File: config.mk
export PLATFORM = sky130hd
export DESIGN_NAME = ibex_xif_offload_ctrl
export DESIGN_NICKNAME = d
export VERILOG_FILES = /design/src/rtl/ibex_pkg.sv /design/src/rtl/ibex_xif_offload_ctrl.sv
export SDC_FILE = /design/constraint.sdc
export NUM_CORES = 1
export LEC_CHECK = 0
export BUFFER_PORTS_ARGS = -buffer_cell sky130_fd_sc_hd__buf_4
export CAP_MARGIN = 20
export CORE_AREA = 2 2 141 143
export DETAILED_ROUTE_END_ITERATION = 10
export DIE_AREA = 0 0 143 145
export GPL_TIMING_DRIVEN = 0
export PLACE_DENSITY_LB_ADDON = 0.1
export SYNTH_ARGS = -nofsm -noshare
export SYNTH_HDL_FRONTEND = slang
export SYNTH_SLANG_ARGS = --single-unit
File: constraint.sdc
create_clock -name clk_i -period 2.19 [get_ports clk_i]
set_clock_uncertainty 0.1 [all_clocks]
set_input_delay 0.438 -clock clk_i [delete_from_list [all_inputs] [get_ports clk_i]]
set_output_delay 0.438 -clock clk_i [all_outputs]
set_load 0.005 [all_outputs]
File: src/rtl/ibex_pkg.sv
// ibex_pkg: shared coprocessor-interface types and the offload controller state encoding
package ibex_pkg;

  typedef enum logic [1:0] {
    PRIV_LVL_U = 2'b00,
    PRIV_LVL_S = 2'b01,
    PRIV_LVL_H = 2'b10,
    PRIV_LVL_M = 2'b11
  } priv_lvl_e;

  localparam int unsigned X_ID_WIDTH = 4;
  localparam int unsigned X_NUM_RS   = 3;

  typedef struct packed {
    logic [31:0]                 instr;
    priv_lvl_e                   mode;
    logic [X_ID_WIDTH-1:0]       id;
    logic [X_NUM_RS-1:0][31:0]   rs;
    logic [X_NUM_RS-1:0]         rs_valid;
    logic [5:0]                  ecs;
    logic                        ecs_valid;
  } x_issue_req_t;

  typedef struct packed {
    logic accept;
    logic writeback;
    logic dualwrite;
    logic dualread;
    logic loadstore;
    logic ecswrite;
    logic exc;
  } x_issue_resp_t;

  typedef struct packed {
    logic [X_ID_WIDTH-1:0] id;
    logic                  commit_kill;
  } x_commit_t;

  typedef struct packed {
    logic [X_ID_WIDTH-1:0] id;
    logic [31:0]           data;
    logic [4:0]            rd;
    logic                  we;
    logic [2:0]            ecswe;
    logic [5:0]            ecsdata;
    logic                  exc;
    logic [5:0]            exccode;
    logic                  err;
    logic                  dbg;
  } x_result_t;

  typedef enum logic [1:0] {
    XIF_IDLE   = 2'd0,
    XIF_COMMIT = 2'd1,
    XIF_RESULT = 2'd2
  } xif_off_state_e;

endpackage

File: src/rtl/ibex_xif_offload_ctrl.sv
// ibex_xif_offload_ctrl: issues one offload at a time over the coprocessor interface, commits/kills it, writes back the result.
// Optional result watchdog enabled by defining IBEX_XIF_RESULT_TIMEOUT_EN.
module ibex_xif_offload_ctrl import ibex_pkg::*; #(
  parameter int unsigned X_ID_WIDTH    = ibex_pkg::X_ID_WIDTH,
  parameter int unsigned TimeoutCycles = 256
) (
  input  logic          clk_i,
  input  logic          rst_ni,
  input  logic          off_req_valid_i,
  input  logic [31:0]   off_instr_i,
  input  logic [31:0]   off_rs1_i,
  input  logic [31:0]   off_rs2_i,
  input  logic [1:0]    off_rs_valid_i,
  input  priv_lvl_e     off_mode_i,
  input  logic          off_flush_i,
  output logic          off_done_o,
  output logic          off_illegal_o,
  output logic          err_o,
  output logic          rf_we_o,
  output logic [4:0]    rf_waddr_o,
  output logic [31:0]   rf_wdata_o,
  output logic          x_issue_valid_o,
  input  logic          x_issue_ready_i,
  output x_issue_req_t  x_issue_req_o,
  input  x_issue_resp_t x_issue_resp_i,
  output logic          x_commit_valid_o,
  output x_commit_t     x_commit_o,
  input  logic          x_result_valid_i,
  output logic          x_result_ready_o,
  input  x_result_t     x_result_i
);
  xif_off_state_e state_q, state_d;
  logic [X_ID_WIDTH-1:0] id_q;
  logic writeback_q;
  logic issue_hs, result_hit, timeout;
  logic unused_fields;
  assign unused_fields = ^{x_issue_resp_i.dualwrite, x_issue_resp_i.dualread, x_issue_resp_i.loadstore,
                           x_issue_resp_i.ecswrite, x_issue_resp_i.exc, x_result_i.ecswe,
                           x_result_i.ecsdata, x_result_i.exccode, x_result_i.dbg};
  assign issue_hs   = x_issue_valid_o & x_issue_ready_i;
  // id_q already advanced past the committed instruction when RESULT is entered
  assign result_hit = state_q == XIF_RESULT && x_result_valid_i && x_result_i.id == id_q - 1'b1;
  assign rf_we_o    = result_hit & x_result_i.we & |x_result_i.rd;
  assign rf_waddr_o = result_hit ? x_result_i.rd : '0;
  assign rf_wdata_o = result_hit ? x_result_i.data : '0;
`ifdef IBEX_XIF_RESULT_TIMEOUT_EN
  localparam int unsigned CntW = TimeoutCycles > 1 ? $clog2(TimeoutCycles) : 1;
  logic [CntW-1:0] cnt_q;
  always_ff @(posedge clk_i or negedge rst_ni) begin
    if (!rst_ni) cnt_q <= '0;
    else         cnt_q <= state_q == XIF_RESULT ? cnt_q + 1'b1 : '0;
  end
  assign timeout          = state_q == XIF_RESULT && cnt_q == CntW'(TimeoutCycles - 1);
  // stale results from a timed-out instruction are drained everywhere
  assign x_result_ready_o = 1'b1;
`else
  logic unused_timeout;
  assign unused_timeout   = ^TimeoutCycles;
  assign timeout          = 1'b0;
  assign x_result_ready_o = state_q == XIF_RESULT;
`endif
  always_comb begin
    x_issue_req_o          = '0;
    x_issue_req_o.instr    = off_instr_i;
    x_issue_req_o.mode     = off_mode_i;
    x_issue_req_o.id       = id_q;
    x_issue_req_o.rs[0]    = off_rs1_i;
    x_issue_req_o.rs[1]    = off_rs2_i;
    x_issue_req_o.rs_valid = X_NUM_RS'(off_rs_valid_i);
  end
  assign x_commit_o.id          = id_q;
  assign x_commit_o.commit_kill = off_flush_i;
  always_comb begin
    state_d          = state_q;
    x_issue_valid_o  = 1'b0;
    x_commit_valid_o = 1'b0;
    off_done_o       = 1'b0;
    off_illegal_o    = 1'b0;
    err_o            = 1'b0;
    case (state_q)
      XIF_IDLE: begin
        x_issue_valid_o = off_req_valid_i & ~off_flush_i;
        state_d         = issue_hs && x_issue_resp_i.accept ? XIF_COMMIT : XIF_IDLE;
        off_done_o      = issue_hs & ~x_issue_resp_i.accept;
        off_illegal_o   = issue_hs & ~x_issue_resp_i.accept;
      end
      XIF_COMMIT: begin
        x_commit_valid_o = 1'b1;
        state_d          = !off_flush_i && writeback_q ? XIF_RESULT : XIF_IDLE;
        off_done_o       = off_flush_i | ~writeback_q;
      end
      XIF_RESULT: begin
        state_d    = result_hit || timeout ? XIF_IDLE : XIF_RESULT;
        off_done_o = result_hit | timeout;
        err_o      = result_hit ? x_result_i.err | x_result_i.exc : timeout;
      end
      default: state_d = XIF_IDLE;
    endcase
  end
  always_ff @(posedge clk_i or negedge rst_ni) begin
    if (!rst_ni) begin
      state_q     <= XIF_IDLE;
      id_q        <= '0;
      writeback_q <= 1'b0;
    end else begin
      state_q     <= state_d;
      id_q        <= state_q == XIF_COMMIT ? id_q + 1'b1 : id_q;
      writeback_q <= issue_hs ? x_issue_resp_i.writeback : writeback_q;
    end
  end
endmodule

; ---- Yosys cells after proc, flatten, opt, wreduce, memory -nomap -nowiden
; Cells that the tools add are included.
[classes]
muxes = 12
n_mul = 0
n_bitwise = 10
eq_ne = 3
n_lt_le_gt_ge = 0
shifts = 0
addsub = 2
n_div = 0
n_reduce_logical = 7
[op_table]
columns = operator, count
row1 = $mux W32, 1
row2 = $mux W1, 6
row3 = $pmux W2 S3, 1
row4 = $and A1 B1 Y1, 5
row5 = $mux W5, 1
row6 = $reduce_or A5 Y1, 1
row7 = $add A4 B1 Y4 const B, 1
row8 = $eq A4 B4 Y1, 1
row9 = $logic_and A1 B1 Y1, 4
row10 = $mux W2, 2
row11 = $sub A4 B1 Y4 const B, 1
row12 = $not A1 Y1, 3
row13 = $pmux W1 S3, 1
row14 = $eq A2 B1 Y1 const B, 1
row15 = $eq A2 B2 Y1 const B, 1
row16 = $logic_not A2 Y1, 1
row17 = $or A1 B1 Y1, 2
row18 = $logic_not A1 Y1, 1
[word_totals]
ramBits = 0
n_memories = 0
romBits = 0
regBits = 7
latchBits = 0
in_bits = 173
word_cells = 37
output_inout_bits = 193

; ---- Logic depth before layout (Yosys ltp)
; Gate-level depths: netlist of run 1.
[logic_depth]
word_depth = 7
depth_mapped = 7
depth_no_buf = 6

; ---- Least setup slack after synthesis of run 1
; No wires, ideal clock.
[synth_timing]
path_kind = register to output
from = reg id_q[0]
to = out rf_we_o
path_stages_with_launch = 8
path_slack_ns = -0.132
arrival_time_ns = 1.784
path_buffers = 1
cell_sequence = dfrtp_1 -> inv_1 -> ha_1 -> xor2_1 -> nand3_1 -> nor4_2 -> buf_2 -> o311a_1
[synth_via]
elab_chain_len = 5
[synth_lines]
columns = element, line_no
row1 = "start, declared", ibex_xif_offload_ctrl.sv:33  ; logic [X_ID_WIDTH-1:0] id_q;
row2 = "start signal, assigned", ibex_xif_offload_ctrl.sv:107  ; id_q <= state_q == XIF_COMMIT ? id_q + 1'b1 : id_q;
row3 = $sub A4 B1 Y4, ibex_xif_offload_ctrl.sv:42  ; assign result_hit = state_q == XIF_RESULT && x_result_valid_i && x_result_i.id == id_q - 1'b1;
row4 = $eq A4 B4 Y1, ibex_xif_offload_ctrl.sv:42
row5 = $logic_and A1 B1 Y1, ibex_xif_offload_ctrl.sv:42
row6 = $and A1 B1 Y1 (2 in a row), ibex_xif_offload_ctrl.sv:43  ; assign rf_we_o = result_hit & x_result_i.we & |x_result_i.rd;
row7 = "end, declared", ibex_xif_offload_ctrl.sv:19  ; output logic rf_we_o,
; Every way passes these cells.

; ---- Worst setup path in the final report of run 1
[layout_timing]
from = reg id_q[1]
to = out rf_we_o
; The elaborated chain is that of the path after synthesis.

==> metrics, run 1 <==
register area share after synthesis=0.0978; area of placed instances=3810 um^2; Starting Density=0.0933; critical path startpoint category=flop; DRT Pass-1 Iters=3; endpoints failing setup=40; CP Cell Sequence=buf_6 > nor3_4 > xnor2_2 > nor4_4 > buf_6 > buf_8 > o311a_1 > buf_4; area fraction of the dominant cell type after synthesis=0.608; Total Power=1670 uW; Skew-Pair Late Insertion Delay=0.23 ns; Yosys reg bits=7; Mean Syn Cell Area=7.69 um^2; crit-path max cell delay=0.41 ns; outcome=finished, violations left; die area=20700 um^2; Max-Cap Viols=0; Post-DP HPWL=7000 um; WP data arrival=1.93 ns; largest net degree at the start of global routing=11; failing checks=setup timing; Via density=2.80; leakage=0.00233 uW; DRT iter0 DRCs=32; Hold Path Class=in2reg; Crit path max-delay family=buffers and inverters; # DRC=0; worst vdd ir=0.282 mV; Gate Count Post-Synth=233; final hold vios=0; area leader, netlist=buf_4; GRT Residual Overflow=0; clock root buffer=clkbuf_16; fin nets=666; clk sinks=7; Hold Crit Start=x_issue_resp_i[6]; yosys warns=0; GRT Util Overall=0.0619; Routed WL per cell=9.99 um; number of CTS-inserted buffers=3; CTS max path bufs=2; global-route wire length before repair=10300 um; vias in the first global route=1958; period utilization=1.13; reg-to-reg endpoint=state_q[1]; Cell Area, Synth=1790 um^2; layout cells sized above 1=0.798; top post-synthesis cells by area=buf_4, and2_1, dfrtp_1; crit path max fanout=10; Layout area overhead=131%; Buf+Inv Stages, Crit Path=4; Max Fclk=0.405 GHz; n_diodes=0; Ports=366; Worst R2R Path Depth=7; Hold Path Depth=3; unrepaired setup endpoints after global routing=true; slowest stage cell, crit path=dfrtp_2; Worst path most repeated cell=buf_6; final instance area=4140 um^2; antenna-violating nets left=0; Min Hold Slack=0.337 ns; die height=145 um; minimum clock period=2.47 ns; flop2flop setup slack=0.61 ns; Post-synth EDFFs=0; CTS tree=built; RR Startpoint=id_q[0]; Port Buffers=204; clock-pin slew on the worst setup and hold paths=0.04 ns; area of the core=19200 um^2; DR vias=2115; Die Width=143 um; final setup margin=-0.279 ns; Hold Crit Endpoint=state_q[0]; final wirelength=7550 um; antenna violations before repair=0; CP required=1.65 ns; Worst setup EP type=output port; Most used DFF post-synth=dfrtp_1; FP Rows=51; async set or reset register ratio after synthesis=1.00; synth unique cells=27; Final Core Density=0.216; GPL Wtd Cong=0.677; H-tree lvl count=1; Pins Over Slew Limit=0; P per Cell Area=403 nW/um^2; critical path class=reg2out
## cell families (layout without fill, tap and decap cells)
family / count (synthesis) / count (layout) / share of synthesized area
XOR/XNOR: 9 / 9 / 0.0440
multiplexers: 1 / 1 / 0.00628
AND/OR/NAND/NOR: 55 / 55 / 0.189
flip-flops: 7 / 7 / 0.0978
other: 1 / 40 / 0.00209
adder cells (fa/ha/maj): 2 / 2 / 0.0140
buffers and inverters: 153 / 371 / 0.627
AO/OA/AOI/OAI: 5 / 5 / 0.0203
## tightest hold or removal path: stages
cell	delay, ns
buf_4	0.12
nand2_1	0.05
nor2_1	0.03
## where the power goes
group	switching (uW)	internal, uW	total (uW)
Combinational	402	732	1130
Sequential	47.5	175	223
Clock	71.5	242	314
## sequential cells by signal, summed over array words and instances (netlist names)
| signal | flops |
|---|---|
| writeback_q | 1 |
| id_q | 4 |
| state_q | 2 |
## layer usage
layer	global-route usage	wire length, um	share of wire
met1	0.0550	2150	0.29
met2	0.140	4620	0.61
met3	0.00858	735	0.097
met4	0.00891	38	0.0050
met5	0	0	0
## layout make-up
class / count / area, um^2
buffer: 150 / 1150
timing repair buffer: 214 / 1650
clock buffer: 4 / 78.8
fill: 2159 / 15100
sequential: 7 / 179
inverter: 3 / 11.3
multi-input combinational: 112 / 741
tap: 265 / 332
## cell usage in the layout, fill, tap and decap left out, types with 2 or more instances in the layout
master     instances
nand2_1            5
clkbuf_16          3
buf_6             14
and2_4             9
xnor2_2            4
dfrtp_2            3
buf_4            345
and2_1            28
nand2b_1           2
conb_1            40
o21ai_0            2
inv_2              2
clkbuf_1           2
dfrtp_1            4
xnor2_1            3
## synthesized netlist by cell type (all sizes together) (2+ instances only)
library cell,n
buf,149
and2,37
dfrtp,7
xnor2,7
nand2,5
inv,3
ha,2
nand2b,2
nor2,2
nor3,2
o21ai,2
xor2,2
## worst max path at each step
stage	start	to	slack [ns]	cells after the start
3_3_place_gp	id_q[1]	rf_waddr_o[0]	-0.82	8
6_report	id_q[1]	rf_we_o	-0.28	8
2_1_floorplan	id_q[1]	rf_we_o	-0.04	7
4_1_cts	id_q[0]	rf_waddr_o[4]	-0.30	9
5_1_grt	id_q[0]	rf_we_o	-0.38	9
3_5_place_dp	id_q[1]	rf_waddr_o[0]	-0.71	8
## stage by stage
stage	cells	setup WS, ns	TNS, ns
after global routing	755	-0.378	-13.33
after detailed placement	741	-0.713	-24.00
after global placement	741	-0.821	-28.53
final	755	-0.279	-9.69
after floorplan	272	-0.0353	-0.0353
after CTS	752	-0.303	-10.66
## what timing repair did
item | CTS | global route
endpoints found under the hold margin | 7 | 0
hold buffers | 1 | 0
endpoints found under the setup margin | 41 | 41
gates cloned | 0 | 1
pin swaps | 2 | 6
buffers inserted | 6 | 2
gates resized for setup | 19 | 26
No activity file was read; power rests on OpenSTA's default activity.
==> run 2: changes to the inputs <==
--- a/config.mk
+++ b/config.mk
@@ -8,9 +8,10 @@
 export BUFFER_PORTS_ARGS = -buffer_cell sky130_fd_sc_hd__buf_4
 export CAP_MARGIN = 20
 export CORE_AREA = 2 2 141 143
+export CTS_CLUSTER_DIAMETER = 30
 export DETAILED_ROUTE_END_ITERATION = 10
 export DIE_AREA = 0 0 143 145
-export GPL_TIMING_DRIVEN = 0
+export GPL_TIMING_DRIVEN = 1
 export PLACE_DENSITY_LB_ADDON = 0.1
 export SYNTH_ARGS = -nofsm -noshare
 export SYNTH_HDL_FRONTEND = slang
==> run 2 against run 1 <==
  * The flow still finishes with violations (setup timing)
  * Register-to-register slack got worse by 0.05 ns
  * Cell area fell by 44%
  * Non-clock buffer count fell by 242
  * Setup slack got worse by 0.047 ns
  * Power fell by 23%
  * Sequential share of layout area rose by 3.3 points
  * Die area did not move
  * Critical path type unchanged
  * Largest cell class unchanged
  * Highest routed layer unchanged
==> metrics, run 2 (synthesis gave the netlist of run 1 again) <==
Max-Cap Viols=0 (unchanged); Worst R2R Path Depth=5 (-2); antenna-violating nets left=0 (unchanged); critical path class=reg2out; Final Core Density=0.120 (-0.0958); area of the core=19200 um^2 (unchanged); most common cell after layout, fill and taps aside=buf_4; CP Cell Sequence=buf_4 > nor3_4 > xnor2_2 > nor4_4 > buf_6 > buf_12 > o311a_1 > buf_4; max FFs per register=4 (unchanged); clock root buffer=clkbuf_16; global-route wire length before repair=7570 um (-26%); Hold Path Class=in2reg; DRT iter0 DRCs=30 (-6.3%); final hold vios=0 (unchanged); Post-Layout Cell Count=514 (-32%); vias in the first global route=1216 (-38%); crit path from=id_q[1]; slowest stage cell, crit path=dfrtp_1; commonest non-fill, non-tap cells in the layout=buf_4, conb_1, and2_1; final setup margin=-0.326 ns (-0.0466 ns); CTS max path bufs=2 (unchanged); GRT Residual Overflow=0 (unchanged); final wirelength=5740 um (-24%); clock-pin slew on the worst setup and hold paths=0.04 ns (about the same); Skew-Pair Late Insertion Delay=0.23 ns (about the same); worst vdd ir=0.230 mV (-19%); CP required=1.65 ns (about the same); layout cells sized above 1=0.565 (-0.233); H-tree lvl count=1 (unchanged); Worst setup EP type=output port; Routed WL per cell=11.2 um (+12%); Placed Instances=505 (-32%); crit path max fanout=10 (unchanged); failing checks=setup timing; Pins Over Slew Limit=0 (unchanged); Largest Register=id_q; RR Startpoint=state_q[0]; WP data arrival=1.98 ns (+0.05 ns); critical path startpoint category=flop; Post-DP HPWL=4480 um (-36%); period utilization=1.15 (+0.0213); antenna violations before repair=0 (unchanged); Worst path most repeated cell=buf_4; GPL Wtd Cong=0.650 (-4.0%); Setup TNS Final=-12.13 ns (-2.44 ns); Layout area overhead=28.5%; Worst Setup EP=rf_we_o; GRT Util Overall=0.0486 (-0.0132); Port Buffers=104 (-49%); endpoints failing setup=40 (unchanged); leakage=0.00114 uW (-51%); reg-to-reg endpoint=writeback_q; P per Cell Area=562 nW/um^2 (+39%); unrepaired setup endpoints after global routing=true; die area=20700 um^2 (unchanged); die height=145 um (unchanged); Max Fclk=0.397 GHz (-1.9%); Ports=366 (unchanged); Starting Density=0.0933 (unchanged); Die Width=143 um (unchanged); Min Hold Slack=0.341 ns (+0.00368 ns); layout filler cell count=2233 (+3.4%); clk sinks=7 (unchanged); number of CTS-inserted buffers=3 (unchanged); # DRC=0 (unchanged); DR vias=1232 (-42%); leading registers by flop count=id_q (4), state_q (2), writeback_q (1); DRT Pass-1 Iters=4 (+1); fin nets=424 (-36%); outcome=finished, violations left; flop2flop setup slack=0.56 ns (-0.05 ns); largest net degree at the start of global routing=21 (+10); minimum clock period=2.52 ns (+0.0466 ns); CTS tree=built; crit-path max cell delay=0.38 ns (-0.03 ns); FP Rows=51 (unchanged); Via density=2.40 (-14%)
==> run 2: power by group <==
group	switching, uW	internal [uW]
clock network	77.9	243
registers	35.9	172
logic	334	432
total	448	847
==> run 2: worst min-delay path by stage <==
stage | start | endpoint | slack, ns | depth (start not counted)
after CTS | x_issue_resp_i[5] | writeback_q | 0.34 | 2
after global routing | x_issue_resp_i[5] | writeback_q | 0.35 | 2
after global placement | rst_ni | id_q[3] | 0.17 | 1
final | x_issue_resp_i[5] | writeback_q | 0.34 | 2
after detailed placement | rst_ni | state_q[1] | 0.17 | 1
after floorplan | rst_ni | id_q[0] | 0.04 | 0
==> run 2: through the flow <==
step / setup slack, ns / total power, uW / cell area (um^2)
6_report: -0.326 / 1290 / 2300
5_1_grt: -0.462 / 1400 / 2300
4_1_cts: -0.454 / 1240 / 2230
3_5_place_dp: -0.234 / 878 / 2080
3_3_place_gp: -0.232 / 884 / 2080
2_1_floorplan: -0.0353 / 713 / 1950
==> run 2: metal layers <==
layer / vias up / track usage / wire length [um] / part of all wire
met5: - / 0 / 0 / 0
met4: 0 / 0.0322 / 317 / 0.055
met2: 94 / 0.0844 / 2820 / 0.49
li1: 558 / - / - / -
met1: 544 / 0.0503 / 2100 / 0.37
met3: 36 / 0.0139 / 511 / 0.089
==> run 2: what timing repair did <==
action                                 in CTS  in global routing
endpoints found under the hold margin       7                  0
gates cloned                                1                  1
hold buffers                                1                  0
buffers inserted                            1                  0
pin swaps                                   0                  3
setup endpoints to repair                  41                 41
gates resized for setup                     7                  8
==> run 2: cell type report <==
type	count	area, um^2	area share
antenna	1	2.50	0.00109
clock buffer	4	78.8	0.0342
inverter	3	11.3	0.00489
multi-input combinational	112	729	0.317
sequential	7	176	0.0766
tap	265	332	0.144
timing repair buffer	122	972	0.422
==> run 2: worst max-delay path: cells and delay by family, from the launching register on <==
family / cells / cell delay, ns
buf+inv: 4 / 0.60
compound gates: 1 / 0.16
simple gates: 2 / 0.47
xor+xnor: 1 / 0.11
flops: 1 / 0.38
